`config.mk`:
```
export PLATFORM = sky130hd
export DESIGN_NAME = inf_nec_rcv
export DESIGN_NICKNAME = d
export VERILOG_FILES = /design/src/rtl/inf_nec_rcv.sv
export SDC_FILE = /design/constraint.sdc
export NUM_CORES = 1
export LEC_CHECK = 0
export ABC_CLOCK_PERIOD_IN_PS = 4300
export BUFFER_PORTS_ARGS = -buffer_cell sky130_fd_sc_hd__buf_4
export CAP_MARGIN = 10
export CORE_UTILIZATION = 50
export CTS_BUF_LIST = sky130_fd_sc_hd__clkbuf_8
export DETAILED_ROUTE_END_ITERATION = 12
export HOLD_SLACK_MARGIN = 0.1
export PLACE_DENSITY = 0.78
export SLEW_MARGIN = 5
export SYNTH_ARGS = -nofsm -noshare
export SYNTH_HDL_FRONTEND = slang
export SYNTH_SLANG_ARGS = --single-unit
```
`constraint.sdc`:
```
create_clock -name sys_clk -period 4.3 [get_ports sys_clk]
set_input_delay 0.86 -clock sys_clk [delete_from_list [all_inputs] [get_ports sys_clk]]
set_output_delay 0.86 -clock sys_clk [all_outputs]
set_load 0.02 [all_outputs]
```
`src/rtl/inf_nec_rcv.sv`:
```
// NEC infrared receiver: pulse-width decoder for 32-bit frames and repeat codes.
// Define INF_EXT_ADDR_EN for extended NEC (16-bit address, no address-inverse check).
module inf_nec_rcv #(
  parameter int CLK_FREQ       = 50_000_000,
  parameter int TOL_PCT        = 20,
  parameter int SYNC_STAGES    = 2,
  parameter int RPT_TIMEOUT_MS = 120
) (
  input  logic        sys_clk,
  input  logic        sys_rst,
  input  logic        inf_in,
  output logic        data_valid,
  output logic [15:0] addr,
  output logic [7:0]  cmd,
  output logic        repeat_en,
  output logic [7:0]  repeat_cnt,
  output logic        frame_err,
  output logic        busy
);

  function automatic longint win(input int w_us, input int pct);
    return (longint'(w_us) * longint'(CLK_FREQ) * longint'(pct)) / longint'(100_000_000);
  endfunction

  localparam longint LEAD_MAX = win(9000, 100 + TOL_PCT);
  localparam int     CNT_W    = $clog2(LEAD_MAX) + 1;
  localparam logic [CNT_W-1:0] L9_LO  = CNT_W'(win(9000, 100 - TOL_PCT));
  localparam logic [CNT_W-1:0] L9_HI  = CNT_W'(LEAD_MAX);
  localparam logic [CNT_W-1:0] L45_LO = CNT_W'(win(4500, 100 - TOL_PCT));
  localparam logic [CNT_W-1:0] L45_HI = CNT_W'(win(4500, 100 + TOL_PCT));
  localparam logic [CNT_W-1:0] R22_LO = CNT_W'(win(2250, 100 - TOL_PCT));
  localparam logic [CNT_W-1:0] R22_HI = CNT_W'(win(2250, 100 + TOL_PCT));
  localparam logic [CNT_W-1:0] B0_LO  = CNT_W'(win(560, 100 - TOL_PCT));
  localparam logic [CNT_W-1:0] B0_HI  = CNT_W'(win(560, 100 + TOL_PCT));
  localparam logic [CNT_W-1:0] B1_LO  = CNT_W'(win(1690, 100 - TOL_PCT));
  localparam logic [CNT_W-1:0] B1_HI  = CNT_W'(win(1690, 100 + TOL_PCT));

  localparam int MS_CYC = CLK_FREQ / 1000;
  localparam int MS_W   = (MS_CYC > 1) ? $clog2(MS_CYC) : 1;
  localparam int RPT_W  = $clog2(RPT_TIMEOUT_MS + 1);
  localparam logic [MS_W-1:0]  MS_LAST = MS_W'(MS_CYC - 1);
  localparam logic [RPT_W-1:0] RPT_MAX = RPT_W'(RPT_TIMEOUT_MS);

  function automatic logic in_win(input logic [CNT_W-1:0] c, input logic [CNT_W-1:0] lo,
                                  input logic [CNT_W-1:0] hi);
    return (c >= lo) && (c <= hi);
  endfunction

  function automatic logic [7:0] sat_inc8(input logic [7:0] v);
    return (v == 8'hFF) ? v : v + 8'd1;
  endfunction

  typedef enum logic [2:0] {IDLE, LEAD_L, LEAD_H, BIT_L, BIT_H, STOP, RPT_S, ERR} state_t;

  state_t                   state_q;
  logic [SYNC_STAGES-1:0]   sync_q;
  logic                     prev_q;
  logic [CNT_W-1:0]         cnt_q;
  logic [CNT_W-1:0]         tmo_lim;
  logic [4:0]               bitcnt_q;
  logic [31:0]              sreg_q;
  logic [15:0]              addr_q;
  logic [7:0]               cmd_q, rcnt_q;
  logic                     dv_q, rp_q, fe_q, last_ok_q;
  logic [MS_W-1:0]          ms_q;
  logic [RPT_W-1:0]         rpt_tmr_q;
  logic                     line, rise, fall, timeout, cmd_ok, addr_ok, rpt_ok, is_one;
  logic [15:0]              addr_word;

  // Input synchroniser and edge detect: pure datapath, left out of reset so a
  // reset while the line is low cannot fabricate an edge afterwards.
  always_ff @(posedge sys_clk) begin
    sync_q <= {sync_q[SYNC_STAGES-2:0], inf_in};
    prev_q <= line;
  end

  assign line = sync_q[SYNC_STAGES-1];
  assign rise = line & ~prev_q;
  assign fall = ~line & prev_q;

  always_ff @(posedge sys_clk) begin
    if (sys_rst)            cnt_q <= '0;
    else if (rise || fall)  cnt_q <= '0;
    else if (cnt_q != '1)   cnt_q <= cnt_q + 1'b1;
  end

  always_comb begin
    tmo_lim = '1;
    case (state_q)
      LEAD_L:             tmo_lim = L9_HI;
      LEAD_H:             tmo_lim = L45_HI;
      BIT_H:              tmo_lim = B1_HI;
      BIT_L, STOP, RPT_S: tmo_lim = B0_HI;
      default:            tmo_lim = '1;
    endcase
  end

  assign timeout = cnt_q > tmo_lim;
  assign is_one  = in_win(cnt_q, B1_LO, B1_HI);
  assign cmd_ok  = (sreg_q[31:24] == ~sreg_q[23:16]);
  assign rpt_ok  = last_ok_q && (rpt_tmr_q < RPT_MAX);
`ifdef INF_EXT_ADDR_EN
  assign addr_ok   = 1'b1;
  assign addr_word = sreg_q[15:0];
`else
  assign addr_ok   = (sreg_q[15:8] == ~sreg_q[7:0]);
  assign addr_word = {8'h00, sreg_q[7:0]};
`endif

  always_ff @(posedge sys_clk) begin
    if (sys_rst) begin
      state_q   <= IDLE;
      bitcnt_q  <= '0;
      sreg_q    <= '0;
      addr_q    <= '0;
      cmd_q     <= '0;
      rcnt_q    <= '0;
      dv_q      <= 1'b0;
      rp_q      <= 1'b0;
      fe_q      <= 1'b0;
      last_ok_q <= 1'b0;
      ms_q      <= '0;
      rpt_tmr_q <= '0;
    end else begin
      dv_q <= 1'b0;
      rp_q <= 1'b0;
      fe_q <= 1'b0;
      if (last_ok_q) begin
        if (ms_q == MS_LAST) begin
          ms_q <= '0;
          if (rpt_tmr_q != RPT_MAX) rpt_tmr_q <= rpt_tmr_q + 1'b1;
          if (rpt_tmr_q == RPT_MAX - 1'b1) last_ok_q <= 1'b0;
        end else begin
          ms_q <= ms_q + 1'b1;
        end
      end
      if (timeout) begin
        state_q <= ERR;
        fe_q    <= 1'b1;
      end else begin
        case (state_q)
          IDLE:   if (fall) state_q <= LEAD_L;
          LEAD_L: if (rise) begin
            if (in_win(cnt_q, L9_LO, L9_HI)) state_q <= LEAD_H;
            else begin state_q <= ERR; fe_q <= 1'b1; end
          end
          LEAD_H: if (fall) begin
            bitcnt_q <= '0;
            if (in_win(cnt_q, L45_LO, L45_HI))      state_q <= BIT_L;
            else if (in_win(cnt_q, R22_LO, R22_HI)) state_q <= RPT_S;
            else begin state_q <= ERR; fe_q <= 1'b1; end
          end
          BIT_L: if (rise) begin
            if (in_win(cnt_q, B0_LO, B0_HI)) state_q <= BIT_H;
            else begin state_q <= ERR; fe_q <= 1'b1; end
          end
          BIT_H: if (fall) begin
            if (is_one || in_win(cnt_q, B0_LO, B0_HI)) begin
              sreg_q   <= {is_one, sreg_q[31:1]};
              bitcnt_q <= bitcnt_q + 5'd1;
              state_q  <= (bitcnt_q == 5'd31) ? STOP : BIT_L;
            end else begin
              state_q <= ERR;
              fe_q    <= 1'b1;
            end
          end
          STOP: if (rise) begin
            if (!in_win(cnt_q, B0_LO, B0_HI)) begin
              state_q <= ERR;
              fe_q    <= 1'b1;
            end else begin
              state_q <= IDLE;
              if (cmd_ok && addr_ok) begin
                addr_q    <= addr_word;
                cmd_q     <= sreg_q[23:16];
                dv_q      <= 1'b1;
                rcnt_q    <= '0;
                last_ok_q <= 1'b1;
                rpt_tmr_q <= '0;
                ms_q      <= '0;
              end else begin
                fe_q <= 1'b1;
              end
            end
          end
          RPT_S: if (rise) begin
            if (!in_win(cnt_q, B0_LO, B0_HI)) begin
              state_q <= ERR;
              fe_q    <= 1'b1;
            end else begin
              state_q <= IDLE;
              // A stale repeat (no recent frame) is dropped without any pulse.
              if (rpt_ok) begin
                rp_q      <= 1'b1;
                rcnt_q    <= sat_inc8(rcnt_q);
                rpt_tmr_q <= '0;
                ms_q      <= '0;
              end
            end
          end
          ERR:     state_q <= IDLE;
          default: state_q <= IDLE;
        endcase
      end
    end
  end

  assign data_valid = dv_q;
  assign repeat_en  = rp_q;
  assign frame_err  = fe_q;
  assign addr       = addr_q;
  assign cmd        = cmd_q;
  assign repeat_cnt = rcnt_q;
  assign busy       = (state_q != IDLE);

endmodule

```
==> qor.csv, run 1 <==
metric;value;unit
drc;0;
fin_crit;3.85;ns
drive_above_1_share;0.116;
final_cell_mix;dfxtp_1, nand2_1, nor2_1, mux2i_1, buf_4;
yosys.area.top_type;dfxtp_1;
coreArea;12700;um^2
detail-route-antenna-nets;0;
clkTransAtPathRegs;0.08;ns
dp_hpwl;9710;um
vias_per_cell;5.73;
grt_pass1_wl;23900;um
period_share;0.894;
path_cells;buf_4 > nand2_1 > nor2_1 > a21o_1 > nor3_1 > ha_1 > nand4_1 > nor4_1 > buf_4 > nand4_1 > mux2i_1 > nor2_1 > or3_1 > a31o_1;
ys_async_sr_fraction;0;
fin_nets;813;
start_util;0.516;
setup_tns;0;ns
routabilityCongestion;0.883;
io_buffers;30;
drt-initial-drc-count;452;
vias;5533;
synth_ff_type;dfxtp_1;
routedWlPerCell;15.0;um
grtUsageTotal;0.225;
drt_first_pass_iters;5;
ys_warn_count;0;
cp.arrival;4.19;ns
cts_buffer_depth;2;
die_y;117;um
drv_cap;0;
leakage;2.93;nW
root_buffer;clkbuf_8;
cp_data_required_time;4.65;ns
fmax;0.260;GHz
grt_max_degree;59;
synth-edff-count;0;
crit_fanout;13;
syn-instance-count;776;
post_cts_buffers;0;
layout_commonest_cell;dfxtp_1;
ys_top_cells_by_area;dfxtp_1, mux2i_1, ha_1;
hold_viol;0;
powerDensity;315;nW/um^2
max_stage_delay;0.56;ns
diodes;0;
p_total;2.26;mW
hold_class;flip-flop to flip-flop;
io_pins;39;
r2r_start;state_q[0];
antenna_found_initial;0;
yosysUniqueCellTypes;76;
relSlewSlack;0.431;
cts-buffers-inserted;17;
yosys_register_bits;115;
dpl_worst_slack;0.387;ns
drv_slew;0;
ff2ff_setup_slack;0.45;ns
syn_area;6570;um^2
worstSkewPairLatency;0.46;ns
final-setup-viol-count;0;
cp-end-kind;flip-flop;
peakVddDrop;0.000358;V
syn_to_final_growth;9.55;%
crit_path_end;bitcnt_q[0];
fin_util;0.565;
avgSynthCellArea;8.46;um^2
numClockSinks;115;
grt_overflow;0;
crit_type;flip-flop to flip-flop;
worstRegToRegCells;14;
row_count;41;
die_area;13600;um^2
start_kind;flip-flop;
netlist.area_leader.share;0.351;
grt_pass1_vias;4864;
worst_pin_slew;0.851;ns
synth-seq-area-share;0.351;
rr_endpoint;bitcnt_q[0];
fp.dieW;117;um
crit_path_top_delay_cell;dfxtp_1;
crit_path_start;state_q[0];
setup_ws;0.454;ns
cts_tree;built;
cts_max_level;4;
status;finished clean;
finalWirelength;14500;um
rsz0062_at_grt;no;
finalClockSkew;0.0132;ns
==> power by group <==
group          internal (mW)  switching (mW)  leakage, nW
logic                 0.0337          0.0736         1.80
registers               1.07         0.00794        0.928
clock network          0.594           0.486        0.206
==> what timing repair did <==
item,CTS,global route
hold buffers,0,0
endpoints found under the setup margin,0,1
resized for setup,0,1
==> Yosys cell counts (23+ instances only) <==
| library cell | count |
|---|---|
| nor2_1 | 82 |
| clkbuf_1 | 33 |
| nand4_1 | 24 |
| a21oi_1 | 26 |
| nand3_1 | 24 |
| nand2_1 | 88 |
| mux2i_1 | 55 |
| xnor2_1 | 32 |
| dfxtp_1 | 115 |
| ha_1 | 30 |
| nor3_1 | 32 |
| nor4_1 | 23 |
==> layout make-up <==
type / count / area, um^2
clock inverter: 14 / 175
clock buffer: 18 / 248
multi-input combinational: 588 / 3880
tap: 172 / 215
timing repair buffer: 40 / 300
fill: 1170 / 5530
inverter: 18 / 67.6
sequential: 115 / 2300
==> through the flow <==
stage / instance area (um^2) / hold slack, ns / instances
6_report: 7190 / 0.334 / 965
3_5_place_dp: 6770 / 0.320 / 933
5_1_grt: 7190 / 0.355 / 965
2_1_floorplan: 6590 / 0.310 / 783
3_3_place_gp: 6770 / 0.316 / 933
4_1_cts: 7190 / 0.337 / 965
==> worst min-delay path by stage <==
stage / startpoint / cells after the start / endpoint
5_1_grt: sync_q[0] / 0 / sync_q[1]
2_1_floorplan: sync_q[0] / 0 / sync_q[1]
3_5_place_dp: sync_q[0] / 0 / sync_q[1]
4_1_cts: sync_q[0] / 0 / sync_q[1]
6_report: sync_q[0] / 0 / sync_q[1]
3_3_place_gp: sync_q[0] / 0 / sync_q[1]
==> cell families after synthesis <==
group	synth area share
simple gates	0.248
fa+ha+maj	0.0572
other cells	0.000571
buf+inv	0.0629
compound gates	0.122
xor+xnor	0.0707
flops	0.351
mux	0.0873
==> sequential cells by signal (all words and copies together) (netlist names) <==
name / flops
state_q: 3
last_ok_q: 1
data_valid: 1
prev_q: 1
repeat_cnt: 8
addr: 8
rpt_tmr_q: 7
sync_q: 2
cnt_q: 21
sreg_q: 32
cmd: 8
frame_err: 1
ms_q: 16
repeat_en: 1
bitcnt_q: 5
==> routing by layer <==
metal  track usage  vias up  wire length [um]
met5             0        -                 0
li1              -     2794                 -
met2         0.344      189              6460
met1         0.302     2518              6740
met4        0.0861        0               306
met3        0.0602       32               953
==> worst max-delay path: cells and delay by family (launching register included) <==
family                     cells  cell delay, ns
AOI/OAI and AO/OA              2            0.47
muxes                          1            0.34
DFF                            1            0.56
adders and majority gates      1            0.29
buffers and inverters          2            0.42
and+or+nand+nor                8            1.65
Power figures use the tool's default switching activity.
==> inputs of run 2 (changes only) <==
CORE_MARGIN = 2   (was unset)
PLACE_DENSITY = 0.76   (was 0.78)
==> qor.csv, run 2 (synthesized netlist as in run 1, its figures left out) <==
metric;value;unit;change
antenna_found_initial;0;;unchanged
row_count;41;;unchanged
fp.dieW;119;um;+1.7%
r2r_start;state_q[1];;
crit_type;flip-flop to flip-flop;;
final_cell_mix;dfxtp_1, nand2_1, nor2_1, mux2i_1, buf_4;;
vias_per_cell;5.73;;about the same
powerDensity;323;nW/um^2;+2.5%
fmax;0.255;GHz;-1.8%
die_y;119;um;+1.7%
worst_pin_slew;0.727;ns;-0.124 ns
min_to;sync_q[1];;
cp_data_required_time;4.65;ns;about the same
placed_cells;933;;unchanged
seqCellArea;2300;um^2;about the same
drt-initial-drc-count;470;;+4.0%
largest_reg_flops;32;;unchanged
drc;0;;unchanged
root_buffer;clkbuf_8;;
cts_buffer_depth;2;;unchanged
final-setup-viol-count;0;;unchanged
grtUsageTotal;0.219;;-0.00645
layout_commonest_cell;dfxtp_1;;
ff2ff_setup_slack;0.38;ns;-0.07 ns
cp.arrival;4.26;ns;+0.07 ns
rr_endpoint;bitcnt_q[0];;
cts_tree;built;;
hold_class;flip-flop to flip-flop;;
multi_input_area;3890;um^2;about the same
drv_slew;0;;unchanged
hold_depth;0;;unchanged
drt_first_pass_iters;5;;unchanged
grt_max_degree;59;;unchanged
fin_crit;3.92;ns;+0.0707 ns
dp_hpwl;10000;um;+3.0%
start_util;0.516;;unchanged
fin_nets;813;;unchanged
finalWirelength;14900;um;+2.9%
start_kind;flip-flop;;
worstSkewPairLatency;0.45;ns;about the same
reg_top3;sreg_q (32), cnt_q (21), ms_q (16);;
relSlewSlack;0.515;;+0.0845
vias;5530;;-0.054%
syn_to_final_growth;9.95;%;
num-fill-cells;1168;;-0.17%
leakage;2.95;nW;+0.50%
io_buffers;30;;unchanged
grt_overflow;0;;unchanged
drv_cap;0;;unchanged
routedWlPerCell;15.4;um;+2.9%
detail-route-antenna-nets;0;;unchanged
numClockSinks;115;;unchanged
status;finished clean;;
setup_tns;0;ns;unchanged
crit_fanout;17;;+4
io_pins;39;;unchanged
rsz0062_at_grt;no;;
diodes;0;;unchanged
hold_start;sync_q[0];;
grt_pass1_wl;25200;um;+5.0%
ctsHoldBuffers;0;;unchanged
drive_above_1_share;0.115;;-0.00126
post_cts_buffers;0;;unchanged
cts-buffers-inserted;17;;unchanged
setup_ws;0.384;ns;-0.0707 ns
hold_viol;0;;unchanged
routabilityCongestion;0.874;;-1.0%
cts_max_level;4;;unchanged
cp-end-kind;flip-flop;;
regMostFlops;sreg_q;;
dpl_worst_slack;0.400;ns;+0.0127 ns
clkTransAtPathRegs;0.08;ns;about the same
worstRegToRegCells;13;;-1
coreArea;12700;um^2;unchanged
grt_pass1_vias;5071;;+4.3%
final_cells;965;;unchanged
period_share;0.911;;+0.0164
peakVddDrop;0.000309;V;-14%
finalClockSkew;0.0151;ns;+0.00192 ns
die_area;14100;um^2;+3.5%
## run 2: cell count changes in the layout (fill, tap and decap cells not counted)
cell / delta
dfxtp_1: +1
nor2_2: +1
inv_1: +1
inv_6: +1
bufinv_16: +1
dfxtp_2: -1
clkinvlp_4: -1
nor2_1: -1
clkinv_2: -2
## run 2: cell type report
class,count,share of cell area
clock inverters,14,0.0277
flip-flops and latches,115,0.319
multi-input cells,588,0.538
well taps,172,0.0298
repair buffers,40,0.0416
inverters,18,0.00936
clock buffers,18,0.0343
## run 2: timing repair
item | 4_1_cts | 5_1_grt
endpoints found under the setup margin | 0 | 7
resized for setup | 0 | 1
endpoints found under the hold margin | 0 | 0
## run 2: per-stage QoR
step | util | power (mW) | area [um^2] | hold slack (ns)
2_1_floorplan | - | 1.19 | 6590 | 0.310
3_3_place_gp | 0.532 | 1.21 | 6770 | 0.314
3_5_place_dp | 0.532 | 1.21 | 6770 | 0.312
4_1_cts | 0.567 | 2.35 | 7220 | 0.329
5_1_grt | 0.567 | 2.40 | 7220 | 0.337
6_report | 0.567 | 2.33 | 7220 | 0.329
## run 2: how the worst max path moves through the flow
stage | from | endpoint | slack [ns]
detailed placement | state_q[1] | bitcnt_q[0] | 0.40
CTS | state_q[1] | bitcnt_q[0] | 0.36
global placement | state_q[1] | bitcnt_q[0] | 0.49
floorplan | state_q[0] | bitcnt_q[0] | 0.48
global route | state_q[1] | repeat_cnt[1] | 0.06
finish | state_q[1] | bitcnt_q[0] | 0.38
## run 2: power breakdown
group	internal, mW	leakage (nW)	switching (mW)
Clock	0.655	0.222	0.491
Sequential	1.07	0.928	0.00730
Combinational	0.0341	1.80	0.0734
Total	1.76	2.95	0.572
## run 2: critical path, stage by stage, from the launching register on
cell and delay [ns]:
dfxtp_1 0.66, nand2_1 0.23, nand2_1 0.11, nand2_1 0.07, nor2_1 0.18, inv_1 0.15
ha_1 0.32, nand4_1 0.15, nor4_1 0.42, nand4_1 0.15, mux2i_1 0.36, nor2_2 0.21
or3_1 0.53, a31o_1 0.25
## run 2: routing by layer
| metal | share of wire | up-vias | GRT usage |
|---|---|---|---|
| met5 | 0 | - | 0 |
| met1 | 0.47 | 2581 | 0.294 |
| met2 | 0.47 | 147 | 0.344 |
| li1 | - | 2789 | - |
| met3 | 0.051 | 13 | 0.0541 |
| met4 | 0.011 | 0 | 0.0692 |
==> inputs of run 3 (changes only) <==
RECOVER_POWER = 25   (was unset)
==> qor.csv, run 3 (synthesized netlist as in run 1, its figures left out) <==
metric;value;unit;change
hold_class;flip-flop to flip-flop;;
num-fill-cells;1186;;+1.5%
hold_viol;0;;unchanged
routabilityCongestion;0.874;;unchanged
routedWlPerCell;15.4;um;-0.42%
p_switching;0.570;mW;-0.29%
relSlewSlack;0.470;;-0.0454
fmax;0.255;GHz;-0.21%
crit_type;flip-flop to flip-flop;;
rsz0062_at_grt;no;;
vias;5528;;-0.036%
leakage;2.83;nW;-4.1%
io_pins;39;;unchanged
status;finished clean;;
start_util;0.516;;unchanged
layout_commonest_cell;dfxtp_1;;
cts-buffers-inserted;17;;unchanged
period_share;0.913;;+0.00194
grt_pass1_vias;5071;;unchanged
dp_hpwl;10000;um;unchanged
largest_reg_flops;32;;unchanged
cts_buffer_depth;2;;unchanged
start_kind;flip-flop;;
worstSkewPairLatency;0.45;ns;about the same
fin_crit;3.92;ns;+0.00833 ns
max_stage_delay;0.66;ns;about the same
place_area;6770;um^2;unchanged
drv_slew;0;;unchanged
worst_pin_slew;0.789;ns;+0.0620 ns
final_cells;965;;unchanged
drt_first_pass_iters;5;;unchanged
combPwrFrac;0.046;;about the same
drive_above_1_share;0.0782;;-0.0366
peakVddDrop;0.000308;V;-0.37%
crit_path_top_delay_cell;dfxtp_1;;
grt_overflow;0;;unchanged
fin_nets;813;;unchanged
p_int;1.76;mW;about the same
powerDensity;327;nW/um^2;+1.5%
fp.dieW;119;um;unchanged
final_area;7110;um^2;-1.5%
path_cells;nand2_1 > nand2_1 > nand2_1 > nor2_1 > inv_1 > ha_1 > nand4_1 > nor4_1 > nand4_1 > mux2i_1 > nor2_2 > or3_1 > a31o_1;;
final_cell_mix;dfxtp_1, nand2_1, nor2_1, mux2i_1, nor3_1;;
grtUsageTotal;0.219;;unchanged
regMostFlops;sreg_q;;
critPathBufInv;1;;unchanged
syn_to_final_growth;8.27;%;
finalWirelength;14800;um;-0.42%
finalClockSkew;0.0160;ns;+0.000963 ns
final-setup-viol-count;0;;unchanged
vias_per_cell;5.73;;about the same
drc;0;;unchanged
setup_tns;0;ns;unchanged
drv_cap;0;;unchanged
clkTransAtPathRegs;0.08;ns;about the same
seqPwrFrac;0.462;;about the same
root_buffer;clkbuf_8;;
cts_max_level;4;;unchanged
coreArea;12700;um^2;unchanged
reg_top3;sreg_q (32), cnt_q (21), ms_q (16);;
crit_path_frequent_cell;nand2_1;;
row_count;41;;unchanged
io_buffers;30;;unchanged
crit_fanout;17;;unchanged
detail-route-antenna-nets;0;;unchanged
hold_ws;0.329;ns;-0.000147 ns
clockPowerShare;0.492;;about the same
grt_max_degree;59;;unchanged
die_area;14100;um^2;unchanged
diodes;0;;unchanged
cp_data_required_time;4.65;ns;about the same
cts_tree;built;;
grt_pass1_wl;25200;um;unchanged
cp-end-kind;flip-flop;;
antenna_found_initial;0;;unchanged
ctsHoldBuffers;0;;unchanged
drt-initial-drc-count;484;;+3.0%
die_y;119;um;unchanged
cp.arrival;4.27;ns;about the same
placed_cells;933;;unchanged
cp_top_family;simple AND/OR/NAND/NOR gates;;
numClockSinks;115;;unchanged
switching_share;0.245;;-0.000494
-- run 3: changes by cell type in the layout (fill, tap and decap cells not counted) --
cell and delta:
buf_4 -29, clkbuf_1 +28, clkbuf_4 +1, nor3_1 +1, nor3_2 -1
-- run 3: area by class of cell --
| cell class | instances | area (um^2) | share of cell area |
|---|---|---|---|
| clock inverters | 14 | 200 | 0.0282 |
| flip-flops and latches | 115 | 2300 | 0.324 |
| clock buffers | 18 | 248 | 0.0348 |
| inverters | 18 | 67.6 | 0.00950 |
| multi-input cells | 588 | 3880 | 0.546 |
| well taps | 172 | 215 | 0.0303 |
| repair buffers | 40 | 195 | 0.0275 |
-- run 3: metal layers --
metal	track usage	wire length, um
met1	0.294	7030
met2	0.344	6950
met3	0.0541	688
met4	0.0692	149
met5	0	0
-- run 3: power groups by stage --
stage	registers, mW	clock network [mW]	logic (mW)
final	1.08	1.14	0.107
after global routing	1.08	1.21	0.121
after CTS	1.08	1.16	0.107
after detailed placement	1.10	0	0.106
after global placement	1.10	0	0.106
after floorplan	1.10	0	0.0903
-- run 3: worst paths after layout --
| kind | from | to | slack (ns) | depth (start not counted) |
|---|---|---|---|---|
| worst max-delay path | state_q[1] | bitcnt_q[0] | 0.38 | 13 |
| worst min-delay path | sync_q[0] | sync_q[1] | 0.33 | 0 |
| worst max register to register | state_q[1] | bitcnt_q[0] | 0.38 | 13 |
| worst min register to register | sync_q[0] | sync_q[1] | 0.33 | 0 |
-- run 3: through the flow --
| stage | util | power (mW) | setup slack [ns] |
|---|---|---|---|
| after floorplan | - | 1.19 | 0.484 |
| after global placement | 0.532 | 1.21 | 0.490 |
| after detailed placement | 0.532 | 1.21 | 0.400 |
| after CTS | 0.567 | 2.35 | 0.357 |
| after global routing | 0.559 | 2.40 | 0.0568 |
| final | 0.559 | 2.33 | 0.375 |
-- run 3: repair_timing --
action | 4_1_cts | 5_1_grt
endpoints found under the hold margin | 0 | 0
setup endpoints to repair | 0 | 7
resized for setup | 0 | 1
setup buffers | 0 | 0
